===== src/rtl/serial_adder_if.sv =====
// Start/Busy/Done handshake and operand/result bus
// for the bit-serial adder.
interface serial_adder_if #(
   parameter int WIDTH = 8
);
   logic             Start;
   logic [WIDTH-1:0] A_In;
   logic [WIDTH-1:0] B_In;
   logic             Busy;
   logic             Done;
   logic [WIDTH-1:0] Sum_Out;
   logic             Carry_Out;

   modport master (
      output Start, A_In, B_In,
      input  Busy, Done, Sum_Out, Carry_Out
   );

   modport slave (
      input  Start, A_In, B_In,
      output Busy, Done, Sum_Out, Carry_Out
   );
endinterface


===== src/rtl/serial_adder.sv =====
// Bit-serial WIDTH-bit adder, LSB first, one bit per clock,
// full adder built from two half_adder cells.
module half_adder (
   input  logic a,
   input  logic b,
   output logic s,
   output logic c
);
   assign s = a ^ b;
   assign c = a & b;
endmodule

module serial_adder #(
   parameter int WIDTH = 8
) (
   input  logic           Clk,
   input  logic           Rst,
   serial_adder_if.slave  bus
);
   localparam int CW = $clog2(WIDTH);

   typedef enum logic [1:0] {
      IDLE,
      SHIFT,
      DONE
   } state_t;

   state_t           state;
   state_t           state_nx;
   logic [WIDTH-1:0] a_sr;
   logic [WIDTH-1:0] b_sr;
   logic [WIDTH-1:0] psum;
   logic [WIDTH-1:0] sum_q;
   logic [CW-1:0]    cnt;
   logic             carry;
   logic             carry_q;
   logic             s1;
   logic             c1;
   logic             s2;
   logic             c2;
   logic             c_nx;
   logic             last;

   half_adder ha0 (.a(a_sr[0]), .b(b_sr[0]), .s(s1), .c(c1));
   half_adder ha1 (.a(s1), .b(carry), .s(s2), .c(c2));

   assign c_nx = c1 | c2;
   assign last = (cnt == CW'(WIDTH - 1));

   always_ff @(posedge Clk) begin
      if (Rst) state <= IDLE;
      else     state <= state_nx;
   end

   always_comb begin
      state_nx = state;
      unique case (state)
         IDLE:    if (bus.Start) state_nx = SHIFT;
         SHIFT:   if (last) state_nx = DONE;
         DONE:    state_nx = IDLE;
         default: state_nx = IDLE;
      endcase
   end

   always_ff @(posedge Clk) begin
      if (Rst) begin
         a_sr    <= '0;
         b_sr    <= '0;
         psum    <= '0;
         carry   <= 1'b0;
         cnt     <= '0;
         sum_q   <= '0;
         carry_q <= 1'b0;
      end else if (state == IDLE) begin
         if (bus.Start) begin
            a_sr  <= bus.A_In;
            b_sr  <= bus.B_In;
            carry <= 1'b0;
            cnt   <= '0;
         end
      end else if (state == SHIFT) begin
         a_sr  <= {1'b0, a_sr[WIDTH-1:1]};
         b_sr  <= {1'b0, b_sr[WIDTH-1:1]};
         psum  <= {s2, psum[WIDTH-1:1]};
         carry <= c_nx;
         cnt   <= cnt + 1'b1;
         // final bit goes straight into the result register
         if (last) begin
            sum_q   <= {s2, psum[WIDTH-1:1]};
            carry_q <= c_nx;
         end
      end
   end

   assign bus.Busy      = (state != IDLE);
   assign bus.Done      = (state == DONE);
   assign bus.Sum_Out   = sum_q;
   assign bus.Carry_Out = carry_q;
endmodule


===== src/flat_wrapper.sv =====
// flat-port wrapper written by rule: the top's interface ports become plain ports
module serial_adder_flat 
#(
   parameter int WIDTH = 8
)
  (Clk, Rst, bus_Start, bus_A_In, bus_B_In, bus_Busy, bus_Done, bus_Sum_Out, bus_Carry_Out);
  serial_adder_if #(.WIDTH(WIDTH)) bus_i ();
  input  logic Clk;
  input  logic Rst;
  input wire logic [$bits(bus_i.Start)-1:0] bus_Start;
  input wire logic [$bits(bus_i.A_In)-1:0] bus_A_In;
  input wire logic [$bits(bus_i.B_In)-1:0] bus_B_In;
  output wire logic [$bits(bus_i.Busy)-1:0] bus_Busy;
  output wire logic [$bits(bus_i.Done)-1:0] bus_Done;
  output wire logic [$bits(bus_i.Sum_Out)-1:0] bus_Sum_Out;
  output wire logic [$bits(bus_i.Carry_Out)-1:0] bus_Carry_Out;
  assign bus_i.Start = bus_Start;
  assign bus_i.A_In = bus_A_In;
  assign bus_i.B_In = bus_B_In;
  assign bus_Busy = bus_i.Busy;
  assign bus_Done = bus_i.Done;
  assign bus_Sum_Out = bus_i.Sum_Out;
  assign bus_Carry_Out = bus_i.Carry_Out;
  serial_adder #(.WIDTH(WIDTH)) u_core (.Clk(Clk), .Rst(Rst), .bus(bus_i));
endmodule

===== config.mk =====
export PLATFORM = sky130hd
export DESIGN_NAME = serial_adder_flat
export DESIGN_NICKNAME = d
export VERILOG_FILES = /design/src/rtl/serial_adder_if.sv /design/src/rtl/serial_adder.sv /design/src/flat_wrapper.sv
export SDC_FILE = /design/constraint.sdc
export NUM_CORES = 1
export LEC_CHECK = 0
export BUFFER_PORTS_ARGS = -buffer_cell sky130_fd_sc_hd__buf_2
export CELL_PAD_IN_SITES_DETAIL_PLACEMENT = 1
export CELL_PAD_IN_SITES_GLOBAL_PLACEMENT = 2
export CORE_MARGIN = 2
export CORE_UTILIZATION = 38
export CTS_BUF_LIST = sky130_fd_sc_hd__clkbuf_4
export CTS_CLUSTER_SIZE = 24
export DETAILED_ROUTE_END_ITERATION = 8
export PLACE_DENSITY = 0.87
export SKIP_LAST_GASP = 1
export SLEW_MARGIN = 20
export SYNTH_ARGS = -nofsm -noshare
export SYNTH_HDL_FRONTEND = slang
export SYNTH_SLANG_ARGS = --single-unit

===== constraint.sdc =====
create_clock -name Clk -period 2 [get_ports Clk]
set_input_delay 0.2 -clock Clk [delete_from_list [all_inputs] [get_ports Clk]]
set_output_delay 0.2 -clock Clk [all_outputs]
set_load 0.01 [all_outputs]

* Word-level counts from Yosys, hierarchy flattened
Cells that the tools add are included.
W data, S select, Z words.
** Storage, ports and cells
- Bits in registers :: 39
- Bits in latches :: 0
- Bits in writable memories :: 0
- Memory bits (read-only) :: 0
- Input port bits :: 19
- Logic and storage cells :: 42
- Memories :: 0
** Cells by class
- $add $sub $neg :: 1
- Multipliers :: 0
- Div/mod/pow operators :: 0
- Magnitude comparators :: 0
- Eq/ne operators :: 5
- Shift-type cells :: 0
- Multiplexer cells :: 15
- Bitwise operators :: 6
- Reduce and logical (&&, ||, !) cells :: 7
** Operators by type and width (count)
- $mux W8 :: 6
- $mux W3 :: 3
- $reduce_and A2 Y1 :: 3
- $mux W2 :: 2
- $pmux W2 S2 :: 1
- $reduce_bool A2 Y1 :: 2
- $add A3 B1 Y3 const B :: 1
- $eq A3 B3 Y1 const B :: 1
- $mux W1 :: 3
- $reduce_and A3 Y1 :: 1
- $and A1 B1 Y1 :: 2
- $eq A2 B1 Y1 const B :: 1
- $eq A2 B2 Y1 const B :: 1
- $logic_not A2 Y1 :: 1
- $ne A2 B1 Y1 const B :: 1
- $ne A2 B2 Y1 const B :: 1
- $xor A1 B1 Y1 :: 2
- $not A1 Y1 :: 1
- $or A1 B1 Y1 :: 1

* Depth between registers and ports, before layout
Gate-level depths: netlist of run 1.
- Word-level depth :: 5
- Gate-level depth with buffers :: 6

* By module
From an unflattened synthesis of run 1, not the netlist that was laid out.
** Second synthesis, totals
- Cell total of the unflattened synthesis :: 171
- Area total of the unflattened synthesis :: 1617.8 sq um
** By module, submodules not included
- serial_adder :: times used 1, cells an instance 169, area an instance 1592.8 sq um, sequential area each 760.7 sq um
- half_adder :: times used 2, cells an instance 1, area an instance 12.5 sq um, sequential area each 0.0 sq um

* Worst setup path before layout of run 1
Ideal clock, no wire load.
- Path type :: reg2reg
- Start point :: register u_core.cnt[0]
- End point :: register u_core.carry_q, in the netlist u_core.bus.Carry_Out
- Data arrival time :: 1159 ps
- Data required time :: 1858 ps
- Slack :: 698 ps
- Stages on the path, launching flop included :: 7
- Buffers on the path :: 1
- Cells stage by stage :: dfxtp_1 ha_1 ha_1 and3b_1 clkbuf_1 nand2_1 a21oi_1
** Between the ends
- Cells in the longest elaborated chain, start to end :: 2
** Ends and longest elaborated chain
- start: declaration :: line serial_adder.sv:34 : logic [CW-1:0] cnt;
- start signal: assignment :: line serial_adder.sv:86 : cnt <= cnt + 1'b1;
- $eq A3 B3 Y1 :: line serial_adder.sv:48 : assign last = (cnt == CW'(WIDTH - 1));
- $reduce_and A3 Y1 (no line)
- end signal: assignment :: line serial_adder.sv:90 : carry_q <= c_nx;
- end: declaration :: line serial_adder.sv:36 : logic carry_q;
Every way passes these cells.
A chain may end at the register's enable or synchronous reset.

* Worst setup path in the final report of run 1
- Start point :: register u_core.state[0]
- End point :: output bus_Busy
** Between the ends
- Cells in the longest elaborated chain, start to end :: 1
** Ends and longest elaborated chain
- start: declaration :: line serial_adder.sv:28 : state_t state;
- start signal: assignment :: line serial_adder.sv:52 : else state <= state_nx;
- $reduce_bool A2 Y1 :: line serial_adder.sv:95 : assign bus.Busy = (state != IDLE);
- end: declaration :: line flat_wrapper.sv:13 : output wire logic [$bits(bus_i.Busy)-1:0] bus_Busy;
Every way passes these cells.

==> flow_metrics.py, run 1 <==
metrics = {
    "run_status": {
        "status": "complete, no violations",
    },
    "clocking": {
        "htree_levels": 2,
        "clk_pin_slew_ns": 0.11,
        "clkLatencyLatePin_ns": 0.35,
        "cts_tree": "built",
        "clockBufferDepth": 2,
        "numCtsBuffers": 5,
        "clkSinkCount": 38,
        "cts-root-buf": "clkbuf_4",
        "ctsHoldBuffers": 0,
        "postCtsSetupRepairBufs": 0,
        "ctsResizeCount": 0,
    },
    "synthesis": {
        "synth_area_per_cell_um2": 9.79,
        "synth_cells": 166,
        "synth.distinct_cells": 25,
        "netlist_area_mm2": 0.00163,
        "netlist_top_cells_area": "dfxtp_1 47%, a211oi_2 11%, mux2i_1 9.2%, nand2_1 7.4%, a21oi_1 4.9%",
        "ys.flop_type": "dfxtp_1",
        "syn_nets": 188,
        "yosysTopAreaCellShare": 0.468,
        "yosys_register_bits": 38,
        "yosysWarnings": 0,
        "yosysTopAreaCell": "dfxtp_1",
        "synthArstFlopShare": 0,
        "synth_edf_count": 0,
        "yosysSeqAreaShare": 0.468,
    },
    "drt": {
        "avgRoutedWirePerCell_um": 13.8,
        "wl_um": 3390,
        "route.detailed.drc": 0,
        "dr.pass1.iters": 3,
        "vias_per_cell": 5.03,
        "vias": 1232,
        "ant_nets": 0,
        "drt_iter0_markers": 48,
    },
    "job": {
        "cap_violations": 0,
    },
    "timing": {
        "max_slew_margin": 0.454,
        "final-setup-viol-count": 0,
        "rsz0062_at_grt": "false",
        "hold_viol": 0,
        "worst_slew_pin_slew_ns": 0.819,
        "whs_ns": 0.0835,
        "report.final.slew_viol_count": 0,
        "min_period_ns": 1.60,
        "setup_tns_ns": 0,
        "timing.fmax_ghz": 0.625,
        "period_share": 0.800,
        "skew_ns": 0.00606,
    },
    "grt": {
        "grt_max_degree": 39,
        "first_global_vias": 1308,
        "grt_overflow": 0,
        "grtUsageTotal": 0.155,
        "grt_antenna_before_repair": 0,
        "grt_pass1_wl_um": 5950,
    },
    "finish": {
        "nNetsFinal": 216,
        "post-route-util": 0.459,
        "drive_above_1_share": 0.323,
        "area_delta_synth_final_pct": 14.5,
        "final_cell_mix": "38 x dfxtp_1, 32 x nand2_1, 29 x buf_2, 16 x a21oi_1",
        "n_antenna_cell": 0,
        "final_common_cell": "dfxtp_1",
    },
    "worst_setup_path": {
        "path_max_fanout": 10,
        "slowest_stage": "dfxtp_1",
        "cp_num_buf_inv": 2,
        "start_kind": "flop",
        "cpPeakStageDelay_ns": 0.41,
        "crit_chain": "buf_4 -> or2_2 -> buf_2",
        "critPathCaptureType": "output pin",
        "criticalPathCategory": "flop to output pin",
        "worstPathArrival_ns": 1.40,
        "required_ns": 1.80,
        "crit_family": "flip-flops",
    },
    "die": {
        "die_area_mm2": 0.00482,
        "start_util": 0.401,
        "core-area_mm2": 0.00406,
        "rows": 23,
        "die_width_um": 69.4,
        "io_pins": 30,
        "die_y_um": 69.4,
    },
    "min_path": {
        "holdCritPathClass": "input pin to flop",
    },
    "pwr": {
        "power_density_mw_per_mm2": 821,
        "peakVddDrop_mv": 0.387,
        "leakagePower_nw": 0.753,
    },
    "placement": {
        "gp_congestion": 0.699,
        "io_buffers": 29,
        "hpwl_um": 2400,
    },
}
## cells by family after synthesis
family | synth area share
flip-flops | 0.468
AO/OA/AOI/OAI | 0.196
buffers and inverters | 0.0523
multiplexers | 0.0924
AND/OR/NAND/NOR | 0.164
adder cells (fa/ha/maj) | 0.0277
## power by group
group / switching, W / internal (W) / total (W)
logic: 0.0000934 / 0.0000749 / 0.000168
clock network: 0.000252 / 0.000292 / 0.000545
registers: 0.0000238 / 0.000790 / 0.000814
total: 0.000370 / 0.00116 / 0.00153
## through the flow
| step | std cells | setup WS, ns | cell area (µm²) | power (W) |
|---|---|---|---|---|
| global placement | 237 | 0.604 | 1780 | 0.000991 |
| floorplan | 166 | 0.698 | 1630 | 0.000964 |
| detailed placement | 237 | 0.552 | 1780 | 0.00100 |
| CTS | 245 | 0.378 | 1860 | 0.00154 |
| global route | 245 | 0.336 | 1860 | 0.00159 |
| finish | 245 | 0.400 | 1860 | 0.00153 |
## Yosys cell counts, drive strengths merged (2+ instances only)
master / instances
a211oi: 15
buf: 9
nor2b: 2
mux2i: 15
a22oi: 5
a21oi: 16
clkbuf: 3
nor2: 21
ha: 2
dfxtp: 38
nand2: 32
## flip-flops by register name, summed over array words and instances (netlist names)
| register | flops |
|---|---|
| u_core.bus.Carry_Out | 1 |
| u_core.a_sr | 8 |
| u_core.carry | 1 |
| u_core.bus.Sum_Out | 8 |
| u_core.psum | 7 |
| u_core.cnt | 3 |
| u_core.state | 2 |
| u_core.b_sr | 8 |
## tightest hold or removal path: cells and delay by family
kind	cells	cell delay, ns
simple gates	1	0.07
buf+inv	1	0.08
compound gates	1	0.05
## routing by layer
metal,up-vias,global-route usage,share of wire
met5,-,0,0
met2,24,0.263,0.49
met4,0,0.0719,0.0089
met3,4,0.0363,0.046
met1,579,0.184,0.45
li1,625,-,-
## path summary, 6_finish.rpt
check	startpoint	to	slack [ns]	cells after the start
setup reg to reg	u_core.cnt[0]$_SDFFE_PP0P_	u_core.bus.Sum_Out[5]$_SDFFE_PP0P_	0.55	5
setup / recovery	u_core.state[0]$_SDFFE_PP0P_	bus_Busy	0.40	3
hold reg to reg	u_core.bus.Sum_Out[3]$_SDFFE_PP0P_	u_core.bus.Sum_Out[3]$_SDFFE_PP0P_	0.46	2
hold / removal	bus_B_In[7]	u_core.b_sr[7]$_SDFFE_PP0P_	0.08	3
## cell type report
type                            instances  area, µm²
Fill cell                             471       2200
Multi-Input combinational cell        116        779
Sequential cell                        38        761
Timing Repair Buffer                   33        175
Tap cell                               50       62.6
Clock buffer                            7       52.6
Clock inverter                          1       30.0
No activity file was read; power rests on OpenSTA's default activity.
==> run 2, diff against run 1 <==
CORE_UTILIZATION = 35   (was 38)
PLACE_DENSITY = 0.81   (was 0.87)
clock period = 1.5 ns   (was 2 ns; I/O delays follow)
==> run 2 against run 1 <==
Effect of this change: largest cell class unchanged; die area grew 8.1%; first-iteration DRC count shrank 46%; combinational power grew 43%.
==> flow_metrics.py, run 2 (synthesis gave the netlist of run 1 again) <==
metrics = {
    "drt": {
        "dr.pass1.iters": 3,
        "vias_per_cell": 5.02,
        "route.detailed.drc": 0,
        "vias": 1256,
        "ant_nets": 0,
        "wl_um": 3300,
        "avgRoutedWirePerCell_um": 13.2,
        "drt_iter0_markers": 26,
    },
    "placement": {
        "hpwl_um": 2420,
        "dp_cells": 241,
        "place_ws_ns": 0.0877,
        "dpl_cell_area_mm2": 0.00181,
        "io_buffers": 29,
        "gp_congestion": 0.730,
    },
    "grt": {
        "first_global_vias": 1311,
        "grt_pass1_wl_um": 5870,
        "grt_overflow": 0,
        "grt_antenna_before_repair": 0,
        "grtUsageTotal": 0.143,
        "grt_max_degree": 29,
    },
    "timing": {
        "timing.fmax_ghz": 0.697,
        "period_share": 0.956,
        "setup_ws_ns": 0.0654,
        "max_slew_margin": 0.734,
        "hold_viol": 0,
        "setup_tns_ns": 0,
        "report.final.slew_viol_count": 0,
        "skew_ns": 0.00970,
        "rsz0062_at_grt": "false",
        "worst_slew_pin_slew_ns": 0.399,
        "min_period_ns": 1.43,
        "final-setup-viol-count": 0,
    },
    "die": {
        "start_util": 0.368,
        "core-area_mm2": 0.00441,
        "io_pins": 30,
        "die_width_um": 72.1,
        "die_y_um": 72.1,
        "rows": 24,
        "die_area_mm2": 0.00520,
    },
    "clocking": {
        "clkSinkCount": 38,
        "ctsHoldBuffers": 0,
        "htree_levels": 2,
        "cts_tree": "built",
        "clk_pin_slew_ns": 0.11,
        "clockBufferDepth": 2,
        "clkLatencyLatePin_ns": 0.33,
        "cts-root-buf": "clkbuf_4",
        "numCtsBuffers": 5,
    },
    "pwr": {
        "peakVddDrop_mv": 0.436,
        "leakagePower_nw": 0.764,
        "power_density_mw_per_mm2": 976,
    },
    "worst_setup_path": {
        "start_kind": "flop",
        "critPathCaptureType": "output pin",
        "worstPathArrival_ns": 1.28,
        "criticalPathCategory": "flop to output pin",
        "ff2ff_setup_slack_ns": 0.18,
        "path_max_fanout": 9,
        "required_ns": 1.35,
    },
    "finish": {
        "area_delta_synth_final_pct": 15.6,
        "post-route-util": 0.425,
        "final_common_cell": "dfxtp_1",
        "fin_cells": 250,
        "final_cell_mix": "37 x dfxtp_1, 32 x nand2_1, 29 x buf_2, 16 x a21oi_1",
        "register_area_um2": 764,
        "fillers": 535,
        "drive_above_1_share": 0.343,
        "multi_input_area_um2": 785,
        "fin_area_mm2": 0.00188,
        "n_antenna_cell": 0,
        "nNetsFinal": 219,
    },
    "job": {
        "cap_violations": 0,
    },
    "run_status": {
        "status": "complete, no violations",
    },
    "min_path": {
        "holdCritPathClass": "input pin to flop",
    },
}
## run 2: changes by cell type in the layout (fill, tap and decap cells not counted)
| cell | before | now |
|---|---|---|
| dfxtp_1 | 38 | 37 |
| and3b_1 | 1 | 0 |
| clkinv_2 | 0 | 1 |
| o21bai_1 | 1 | 0 |
| clkbuf_4 | 7 | 6 |
| and3b_2 | 0 | 1 |
| buf_4 | 4 | 6 |
| clkinv_1 | 0 | 1 |
| bufinv_16 | 1 | 0 |
| dfxtp_4 | 0 | 1 |
| buf_12 | 0 | 1 |
| o21bai_2 | 0 | 1 |
## run 2: layer usage
metal / global-route usage / vias up / share of wire
li1: - / 633 / -
met1: 0.176 / 598 / 0.45
met2: 0.243 / 21 / 0.50
met3: 0.0306 / 4 / 0.037
met4: 0.0566 / 0 / 0.012
met5: 0 / - / 0
## run 2: critical path: stages (launching register included)
cell	delay, ns
dfxtp_4	0.37
buf_4	0.18
or2_2	0.27
buf_2	0.14
## run 2: per-stage QoR
stage | hold slack [ns] | total power, W
3_3_place_gp | 0.389 | 0.00133
6_report | 0.0483 | 0.00183
4_1_cts | 0.0324 | 0.00187
3_5_place_dp | 0.401 | 0.00135
5_1_grt | 0.0288 | 0.00195
2_1_floorplan | 0.298 | 0.00129
## run 2: repair_timing
item	CTS	global route
setup endpoints to repair	2	9
resized for setup	2	2
cloned	0	0
setup buffers	1	0
## run 2: report_power, final
| group | leakage, nW | switching, W | internal (W) |
|---|---|---|---|
| clock network | 0.0331 | 0.000317 | 0.000194 |
| registers | 0.311 | 0.0000286 | 0.00105 |
| logic | 0.420 | 0.000129 | 0.000111 |
| total | 0.764 | 0.000475 | 0.00136 |
## run 2: layout make-up
cell class / count / area share
multi-input cells: 116 / 0.418
well taps: 52 / 0.0346
repair buffers: 36 / 0.112
flip-flops and latches: 38 / 0.407
clock buffers: 6 / 0.0240
clock inverters: 2 / 0.00466
## run 2: final timing paths
check | from | cells past startpoint | end
worst max-delay path | u_core.state[0]$_SDFFE_PP0P_ | 3 | bus_Busy
worst min-delay path | bus_B_In[7] | 3 | u_core.b_sr[7]$_SDFFE_PP0P_
worst max register to register | u_core.cnt[0]$_SDFFE_PP0P_ | 5 | u_core.bus.Sum_Out[6]$_SDFFE_PP0P_
worst min register to register | u_core.bus.Sum_Out[2]$_SDFFE_PP0P_ | 2 | u_core.bus.Sum_Out[2]$_SDFFE_PP0P_
